$ cat src/rtl/tdc_fine_arbiter.sv
// Round-robin arbiter feeding NCH TDC thermometer codes through one shared fine-encoder core.
// Latency: ch_ack 1 cycle after grant sample, out_valid 1 cycle after ch_ack; 2-cycle result period.
// Backpressure: results held in OUT until out_ready; the next grant issues on the handshake edge.
module tdc_fine_arbiter #(
    parameter int NCH = 4,
    parameter int CW  = 3
) (
    input  logic              clk,
    input  logic              rst_n,
    input  logic [NCH-1:0]    ch_req,
    input  logic [NCH*32-1:0] ch_code,
    output logic [NCH-1:0]    ch_ack,
    input  logic [2:0]        cfg_level,
    output logic [31:0]       enc_in,
    output logic [2:0]        enc_level,
    input  logic [4:0]        enc_bin,
    input  logic              enc_err,
    output logic              out_valid,
    input  logic              out_ready,
    output logic [4:0]        out_data,
    output logic [CW-1:0]     out_ch,
    output logic              out_err,
    output logic [15:0]       err_cnt,
    input  logic              err_cnt_clr
);

    localparam int IW = (NCH > 1) ? $clog2(NCH) : 1;

    typedef enum logic [1:0] {IDLE, ENC, OUT} state_t;

    state_t          state;
    state_t          state_nxt;
    logic [IW-1:0]   last_grant;
    logic [IW-1:0]   grant_idx;
    logic [IW-1:0]   pick_idx;
    logic [IW-1:0]   cand;
    logic            pick_vld;
    logic            hs;
    logic            grant;
    logic [31:0]     sel_code;

    // Scan offsets from highest to lowest so the nearest requester after last_grant wins.
    always_comb begin
        pick_vld = 1'b0;
        pick_idx = '0;
        cand     = '0;
        for (int k = NCH; k >= 1; k--) begin
            cand = IW'((int'(last_grant) + k) % NCH);
            if (ch_req[cand]) begin
                pick_vld = 1'b1;
                pick_idx = cand;
            end
        end
    end

    always_comb begin
        sel_code = '0;
        for (int k = 0; k < NCH; k++) begin
            if (pick_idx == IW'(k)) begin
                sel_code = ch_code[32*k +: 32];
            end
        end
    end

    assign hs    = (state == OUT) && out_valid && out_ready;
    assign grant = pick_vld && ((state == IDLE) || hs);

    always_ff @(posedge clk) begin
        if (!rst_n) begin
            state <= IDLE;
        end else begin
            state <= state_nxt;
        end
    end

    always_comb begin
        state_nxt = state;
        case (state)
            IDLE:    if (pick_vld) state_nxt = ENC;
            ENC:     state_nxt = OUT;
            OUT:     if (hs) state_nxt = pick_vld ? ENC : IDLE;
            default: state_nxt = IDLE;
        endcase
    end

    always_ff @(posedge clk) begin
        if (!rst_n) begin
            ch_ack     <= '0;
            enc_in     <= '0;
            enc_level  <= '0;
            grant_idx  <= '0;
            last_grant <= IW'(NCH - 1);
            out_valid  <= 1'b0;
            out_data   <= '0;
            out_ch     <= '0;
            out_err    <= 1'b0;
            err_cnt    <= '0;
        end else begin
            ch_ack <= '0;
            if (grant) begin
                ch_ack[pick_idx] <= 1'b1;
                enc_in           <= sel_code;
                enc_level        <= cfg_level;
                grant_idx        <= pick_idx;
                last_grant       <= pick_idx;
            end

            if (state == ENC) begin
                out_valid <= 1'b1;
                out_data  <= enc_err ? 5'd0 : enc_bin;
                out_err   <= enc_err;
                out_ch    <= CW'(grant_idx);
            end else if (hs) begin
                out_valid <= 1'b0;
            end

            // Clear wins over a same-cycle increment.
            if (err_cnt_clr) begin
                err_cnt <= '0;
            end else if ((state == ENC) && enc_err && (err_cnt != 16'hFFFF)) begin
                err_cnt <= err_cnt + 16'd1;
            end
        end
    end

endmodule

$ cat config.mk
export PLATFORM = sky130hd
export DESIGN_NAME = tdc_fine_arbiter
export DESIGN_NICKNAME = d
export VERILOG_FILES = /design/src/rtl/tdc_fine_arbiter.sv
export SDC_FILE = /design/constraint.sdc
export NUM_CORES = 1
export LEC_CHECK = 0
export CAP_MARGIN = 10
export CORE_MARGIN = 8
export CORE_UTILIZATION = 30
export DETAILED_ROUTE_END_ITERATION = 10
export GPL_ROUTABILITY_DRIVEN = 0
export PLACE_DENSITY = 0.59
export SLEW_MARGIN = 10
export SYNTH_ARGS = -nofsm -noshare
export SYNTH_HDL_FRONTEND = slang
export SYNTH_SLANG_ARGS = --single-unit
$ cat constraint.sdc
create_clock -name clk -period 4.1 [get_ports clk]
set_input_delay 0.82 -clock clk [delete_from_list [all_inputs] [get_ports clk]]
set_output_delay 0.82 -clock clk [all_outputs]
set_load 0.1 [all_outputs]
==> metrics.cfg, run 1 <==
[power_and_ir_drop]
p_leak_nw = 2.431
vdd_drop_max_v = 0.0002169
p_per_area_mw_per_mm2 = 415.3

[timing]
skew_ps = 5.918
max_freq_ghz = 0.3211
finalHoldViolations = 0
setup_tns_ps = 0
fin_crit_sh_pct = 75.95
drv_slew = 0
worst_slew_pin_slew_ps = 1044
min_period_ps = 3114
fin_ws_ps = 986.0
timing.hold.ws_ps = 464.5
rsz0062_at_grt = false
setup_viol_count_final = 0
slew_headroom_pct = 30.15

[critical_path]
cp_slowest_stage_delay_ps = 750
worstPathMaxFanout = 28
cp.arrival_ps = 3310
crit_path_cell_trace = clkdlybuf4s50_1, mux2i_4, o221ai_4, buf_4, mux2i_1, o221ai_1
cp.buffers_inverters = 2
crit_required_ps = 4300
crit_family = multiplexers
critPathKind = input port to flop
critPathSlowestCell = mux2i_4
start_kind = input port
cp-end-kind = flop

[grt]
track_usage_pct = 16.96
grt_use_met3_pct = 5.026
gr-total-overflow = 0
met2_usage_pct = 29.31
grt.met1_usage_pct = 19.84
antenna_found_initial = 0
top_usage_layer = met2
grt_pass1_vias = 4916
grt_first_pass_wirelength_um = 26450
grt_max_degree = 58

[routing]
viasPerCell = 5.220
finalWirelength_um = 16900
num_vias = 4902
drc = 0
antenna_left = 0
routedWlPerCell_um = 18.00
first_pass_iters = 6
drt_iter0_markers = 285

[final_layout]
n_fill_cell = 1482
drive_above_1_share_pct = 7.856
post-route-util_pct = 46.63
multiInputGateArea_mm2 = 0.002846
register_area_mm2 = 0.001403
final_common_cell = clkdlybuf4s50_1
nNetsFinal = 892
layout_common_cells = clkdlybuf4s50_1, nand2_1, dfxtp_1, o21ai_0, mux2i_1
area_growth_pct = 54.45
n_antenna_cell = 0
fin_cells = 939

[die]
initial_core_util_pct = 30.19
die_y_um = 138.8
num_io_pins = 210
fp.dieW_um = 138.8
dieArea_mm2 = 0.01926
fp-row-count = 45
coreArea_mm2 = 0.01498

[logic_synthesis]
yosys.cell_types.count = 49
synthCells = 563
synth.net_count = 709
synthMuxAreaShare_pct = 9.159
avgSynthCellArea_um2 = 8.032
synth-seq-cells = 70
synth-edff-count = 0
synth_xor_xnor_area_share_pct = 2.712
ys.flop_type = dfxtp_1
synthAdderAreaFrac_pct = 0.2767
ys_seq_area_share_pct = 30.99
synth_compound_area_share_pct = 30.85
async_flop_share_pct = 0
synth-simple-area-share_pct = 19.65
syn_area_mm2 = 0.004522
synth_top_family_by_area = compound AO/OA/AOI/OAI gates
ys_warn_count = 0

[placed_design]
place_ws_ps = 624.4
place_inst = 923
hpwlAfterDp_um = 13090
io_buffers = 208

[clocking]
numCtsBuffers = 9
post-cts-setup-buffers = 0
tritoncts = done
h-tree-depth = 3
postCtsHoldBufs = 0
clock_sinks = 70
cts_resized = 0
root_buffer = clkbuf_16
clock_path_buffers = 2
clkSlewWorstSetupHoldPaths_ps = 60
insertion_delay_ps = 330

[run_status]
status = complete, no violations

[flow_run]
drv_cap = 0

[hold_path]
holdCritPathClass = flop to flop

==> worst paths after layout <==
check / from / endpoint / slack (ps) / cells after the start
max reg2reg: last_grant[0] / enc_in[28] / 1280 / 6
max: ch_req[3] / enc_in[13] / 990 / 6
min reg2reg: grant_idx[1] / out_ch[1] / 460 / 2
min: grant_idx[1] / out_ch[1] / 460 / 2
==> flip-flops by register name, summed over array words and instances, names as in the netlist <==
name,count
enc_in,32
state,2
enc_level,3
out_valid,1
last_grant,2
grant_idx,2
out_err,1
ch_ack,4
err_cnt,16
out_data,5
out_ch,2
==> logic make-up after synthesis <==
| kind of cell | after synthesis |
|---|---|
| xor+xnor | 14 |
| simple gates | 181 |
| mux | 40 |
| compound gates | 200 |
| buf+inv | 56 |
| fa+ha+maj | 1 |
| other cells | 1 |
| flops | 70 |
==> Yosys cell counts, types with 9 or more instances <==
| cell | n | share of area [%] |
|---|---|---|
| o21ai_0 | 53 | 5.9 |
| buf_2 | 20 | 2.2 |
| nor2b_1 | 31 | 4.3 |
| a22oi_1 | 27 | 4.5 |
| o211ai_2 | 18 | 5.0 |
| mux2i_1 | 38 | 8.4 |
| nand3_1 | 9 | 1.0 |
| dfxtp_1 | 70 | 31 |
| xnor2_1 | 14 | 2.7 |
| o211ai_1 | 36 | 6.0 |
| a21boi_0 | 13 | 2.2 |
| a21oi_1 | 33 | 3.7 |
| clkbuf_1 | 19 | 1.6 |
| nor2_1 | 21 | 1.7 |
| nand2_1 | 80 | 6.6 |
==> worst min-delay path: stages (launching register included) <==
cell	delay [ps]
dfxtp_1	310
nand2_1	50
a21boi_0	60
==> through the flow <==
step,power (W),cell area (µm²)
2_1_floorplan,0.001775,4522
3_5_place_dp,0.002183,6699
6_report,0.002901,6984
5_1_grt,0.003027,6984
3_3_place_gp,0.002166,6699
4_1_cts,0.002927,6984
==> power breakdown <==
part	switching (W)	internal, W	leakage [nW]
combinational	0.000915	0.000430	1.72
clock	0.000309	0.000429	0.135
sequential	0.0000534	0.000766	0.573
==> layer usage <==
layer | wire, µm | vias up
met1 | 7126 | 2289
met4 | 275 | 0
met3 | 1227 | 17
li1 | - | 2406
met5 | 0 | -
met2 | 8269 | 190
==> cell type report <==
class	instances	share of cell area, %
multi-input cells	437	40.76
flip-flops and latches	70	20.08
repair buffers	220	31.28
clock buffers	10	3.422
well taps	188	3.368
clock inverters	6	0.6628
inverters	8	0.4300
No activity file was read; power rests on OpenSTA's default activity.
==> inputs of run 2 (changes only) <==
Clock period 4.1 ns to 3.2 ns, I/O delays scaled along.
==> metrics.cfg, run 2 (synthesized netlist as in run 1, its figures left out) <==
[clocking]
post-cts-setup-buffers = 0
clkSlewWorstSetupHoldPaths_ps = 60
insertion_delay_ps = 330
postCtsHoldBufs = 0
root_buffer = clkbuf_16
numCtsBuffers = 9
h-tree-depth = 3
tritoncts = done
clock_sinks = 70
clock_path_buffers = 2
cts_resized = 0

[routing]
wl_met3_um = 991
viasPerCell = 5.209
first_pass_iters = 4
antenna_left = 0
drc = 0
dr.max_layer_used = met4
routedWlPerCell_um = 18.17
num_vias = 4902
drt_iter0_markers = 312
met2WireLength_um = 8373
finalWirelength_um = 17100
m1WireLength_um = 7349

[critical_path]
ff2ff_setup_slack_ps = 690
crit_family = simple AND/OR/NAND/NOR gates
start_kind = input port
cp_slowest_stage_delay_ps = 900
r2r.worst_path.cells = 5
worstPathMaxFanout = 28
crit_path_cell_trace = clkdlybuf4s50_1, nor4_1, nor3_2, and3_1, o21ai_0, o211ai_1
crit_required_ps = 3450
r2r-start = last_grant[1]
reg2reg_to = enc_in[17]
cp-end-kind = flop
cp.buffers_inverters = 1
critPathSlowestCell = and3_1
cp.arrival_ps = 3160
critPathKind = input port to flop

[hold_path]
min_path_cells = 2
min-delay-start = out_ch[0]
holdCritPathClass = flop to flop
whs_endpoint = out_ch[0]

[timing]
worst_slew_pin_slew_ps = 1244
min_period_ps = 2912
rsz0062_at_grt = false
fin_ws_ps = 287.6
fin_crit_sh_pct = 91.01
drv_slew = 0
setup_viol_count_final = 0
max_freq_ghz = 0.3434
slew_headroom_pct = 17.01
skew_ps = 7.183
finalHoldViolations = 0

[power_and_ir_drop]
p_int_w = 0.002051
p_leak_nw = 2.549
vdd_drop_max_v = 0.0002270
p_sw_share_pct = 44.58
pwr-share-seq_pct = 28.4
p_per_area_mw_per_mm2 = 541.5
power_frac_comb_pct = 45.9
power_frac_clock_pct = 25.7
switchingPower_w = 0.001649

[placed_design]
hpwlAfterDp_um = 12880
place_ws_ps = -11.09
io_buffers = 208
dpl_cell_area_mm2 = 0.006546

[run_status]
status = complete, no violations

[grt]
antenna_found_initial = 0
grt_pass1_vias = 4987
gr-total-overflow = 0
grt_first_pass_wirelength_um = 26830
track_usage_pct = 17.08
grt_max_degree = 56

[die]
fp-row-count = 45
dieArea_mm2 = 0.01926
fp.dieW_um = 138.8
num_io_pins = 210
coreArea_mm2 = 0.01498
initial_core_util_pct = 30.19
die_y_um = 138.8

[final_layout]
top_register = enc_in
reg.largest.list = enc_in x32, err_cnt x16, out_data x5
largest_reg_flops = 32
area_growth_pct = 51.11
fin_area_mm2 = 0.006833
layout_common_cells = clkdlybuf4s50_1, nand2_1, buf_4, dfxtp_1, o21ai_0
final_common_cell = clkdlybuf4s50_1
nNetsFinal = 893
drive_above_1_share_pct = 16.49

[flow_run]
drv_cap = 0

run 2: cell types whose count changed in the layout (fill, tap and decap cells not counted):
cell,before,now
buf_4,11,76
clkdlybuf4s50_1,208,144
clkinv_4,2,0
clkinvlp_4,2,3
diode_2,0,1
inv_6,1,2
run 2: worst max path at each step:
stage	endpoint	start	cells past startpoint
6_report	enc_in[20]	ch_req[3]	6
5_1_grt	enc_in[23]	ch_req[3]	6
4_1_cts	enc_in[20]	ch_req[3]	6
3_5_place_dp	enc_in[20]	ch_req[3]	6
3_3_place_gp	enc_in[25]	ch_req[3]	6
2_1_floorplan	err_cnt[13]	err_cnt[0]	6
run 2: cell type report:
class,instances,area (µm²)
antenna,1,2.502
sequential,70,1403
clock buffer,10,239.0
clock inverter,6,45.04
fill,1467,8144
multi-input combinational,437,2846
tap,188,235.2
inverter,8,30.03
timing repair buffer,221,2032
run 2: tightest hold or removal path: stages (launching register included):
cell and delay [ps]:
dfxtp_1 310, nand2_1 50, a21boi_0 70
run 2: metal layers:
layer	vias to the layer above	global-route usage (%)
met5	-	0
met4	0	6.932
met3	24	3.683
met2	169	29.46
met1	2296	20.20
li1	2413	-
run 2: metrics by stage:
stage	utilization (%)	TNS [ps]	cells	total power [W]	hold slack (ps)
3_3_place_gp	43.71	0	924	0.002757	452.7
4_1_cts	45.61	0	940	0.003735	472.7
2_1_floorplan	-	0	563	0.002275	437.7
3_5_place_dp	43.71	-23.71	924	0.002776	462.5
5_1_grt	45.61	0	940	0.003868	500.8
6_report	45.62	0	941	0.003700	465.9
run 2: power groups by stage:
stage	combinational, W	clock (W)	sequential (W)
4_1_cts	0.00171	0.000976	0.00105
3_5_place_dp	0.00171	0	0.00107
6_report	0.00170	0.000952	0.00105
3_3_place_gp	0.00169	0	0.00107
5_1_grt	0.00178	0.00102	0.00106
2_1_floorplan	0.000535	0	0.00174
==> inputs of run 3 (changes only) <==
Settings changed: CORE_UTILIZATION 30 to 26, PLACE_DENSITY 0.59 to 0.53.
==> metrics.cfg, run 3 (synthesized netlist as in run 1, its figures left out) <==
[run_status]
status = complete, no violations

[routing]
drt_iter0_markers = 247
first_pass_iters = 5
antenna_left = 0
viasPerCell = 4.918
drc = 0
routedWlPerCell_um = 17.81
finalWirelength_um = 17470
num_vias = 4825

[final_layout]
largest_reg_flops = 32
n_fill_cell = 1784
reg.largest.list = enc_in x32, err_cnt x16, out_data x5
layout_common_cells = clkdlybuf4s50_1, nand2_1, buf_4, dfxtp_1, o21ai_0
multiInputGateArea_mm2 = 0.002846
area_growth_pct = 54.12
nNetsFinal = 896
register_area_mm2 = 0.001403
top_register = enc_in
final_common_cell = clkdlybuf4s50_1
drive_above_1_share_pct = 16.82

[timing]
min_period_ps = 2824
fin_crit_sh_pct = 88.26
worst_slew_pin_slew_ps = 974.0
slew_headroom_pct = 35.07
drv_slew = 0
timing.hold.ws_ps = 462.5
skew_ps = 6.929
finalHoldViolations = 0
setup_viol_count_final = 0
rsz0062_at_grt = false
max_freq_ghz = 0.3541
setup_tns_ps = 0
fin_ws_ps = 375.7

[critical_path]
critPathSlowestCell = and3_1
crit_family = simple AND/OR/NAND/NOR gates
crit_required_ps = 3460
crit_path_cell_trace = clkdlybuf4s50_1, nor4_1, nor3_2, and3_1, o21ai_0, o211ai_1
critPathKind = input port to flop
worstPathMaxFanout = 28
cp-end-kind = flop
cp.buffers_inverters = 1
start_kind = input port
cp_slowest_stage_delay_ps = 860
cp.arrival_ps = 3090

[power_and_ir_drop]
vdd_drop_max_v = 0.0002444
p_per_area_mw_per_mm2 = 557.4
power_frac_clock_pct = 29.1
p_sw_share_pct = 42.91
finalPower_w = 0.003885
p_leak_nw = 2.595
switchingPower_w = 0.001667
p_int_w = 0.002218
pwr-share-seq_pct = 27.4
power_frac_comb_pct = 43.6

[placed_design]
hpwlAfterDp_um = 13260
place_ws_ps = -24.15
io_buffers = 208

[clocking]
clock_path_buffers = 2
clock_sinks = 70
post-cts-setup-buffers = 0
insertion_delay_ps = 340
cts_resized = 0
root_buffer = clkbuf_16
h-tree-depth = 3
postCtsHoldBufs = 0
numCtsBuffers = 9
clkSlewWorstSetupHoldPaths_ps = 60
tritoncts = done

[die]
coreArea_mm2 = 0.01718
fp.dieW_um = 147.9
die_y_um = 147.9
dieArea_mm2 = 0.02187
num_io_pins = 210
fp-row-count = 48
initial_core_util_pct = 26.33

[grt]
grt_first_pass_wirelength_um = 26940
grt_pass1_vias = 4844
antenna_found_initial = 1
track_usage_pct = 15.49
grt_max_degree = 55
gr-total-overflow = 0

[flow_run]
drv_cap = 0

[hold_path]
holdCritPathClass = flop to flop

[run 3: changes by cell type in the layout (fill, tap and decap cells not counted), sizes merged]
| cell | previous run | this run |
|---|---|---|
| buf | 77 | 80 |
| bufinv | 0 | 2 |
| clkinv | 1 | 0 |
| clkinvlp | 3 | 2 |
[run 3: power groups by stage]
stage,Clock [W],Sequential (W),Combinational [W]
2_1_floorplan,0,0.00174,0.000535
3_3_place_gp,0,0.00108,0.00169
3_5_place_dp,0,0.00108,0.00170
4_1_cts,0.00116,0.00106,0.00171
5_1_grt,0.00120,0.00108,0.00178
6_report,0.00113,0.00106,0.00169
[run 3: final timing paths]
| path | from | to | slack [ps] | cells past startpoint |
|---|---|---|---|---|
| setup reg to reg | last_grant[0] | enc_in[20] | 750 | 5 |
| setup / recovery | ch_req[3] | enc_in[20] | 380 | 6 |
| hold / removal | out_ch[0] | out_ch[0] | 460 | 2 |
| hold reg to reg | out_ch[0] | out_ch[0] | 460 | 2 |
[run 3: layer usage]
layer | part of all wire, % | GRT usage [%]
met5 | 0 | 0
met4 | 1.8 | 5.660
met3 | 7.3 | 4.280
met2 | 49 | 25.64
met1 | 42 | 18.83
[run 3: final cells by class]
| class | instances | share of cell area (%) |
|---|---|---|
| well taps | 225 | 4.039 |
| clock inverters | 6 | 1.329 |
| inverters | 8 | 0.4309 |
| clock buffers | 10 | 3.429 |
| flip-flops and latches | 70 | 20.13 |
| diodes | 1 | 0.03591 |
| multi-input cells | 437 | 40.84 |
| repair buffers | 224 | 29.77 |
[run 3: worst min-delay path: cells and delay by family, from the launching register on]
kind	cells	cell delay (ps)
AO/OA/AOI/OAI	1	60
AND/OR/NAND/NOR	1	50
flip-flops	1	300
[run 3: per-stage QoR]
step           std cells  instance area [µm²]  util [%]
2_1_floorplan        563                 4522         -
3_3_place_gp         963                 6620     38.54
3_5_place_dp         963                 6620     38.54
4_1_cts              979                 6952     40.47
5_1_grt              981                 6969     40.57
6_report             981                 6969     40.57
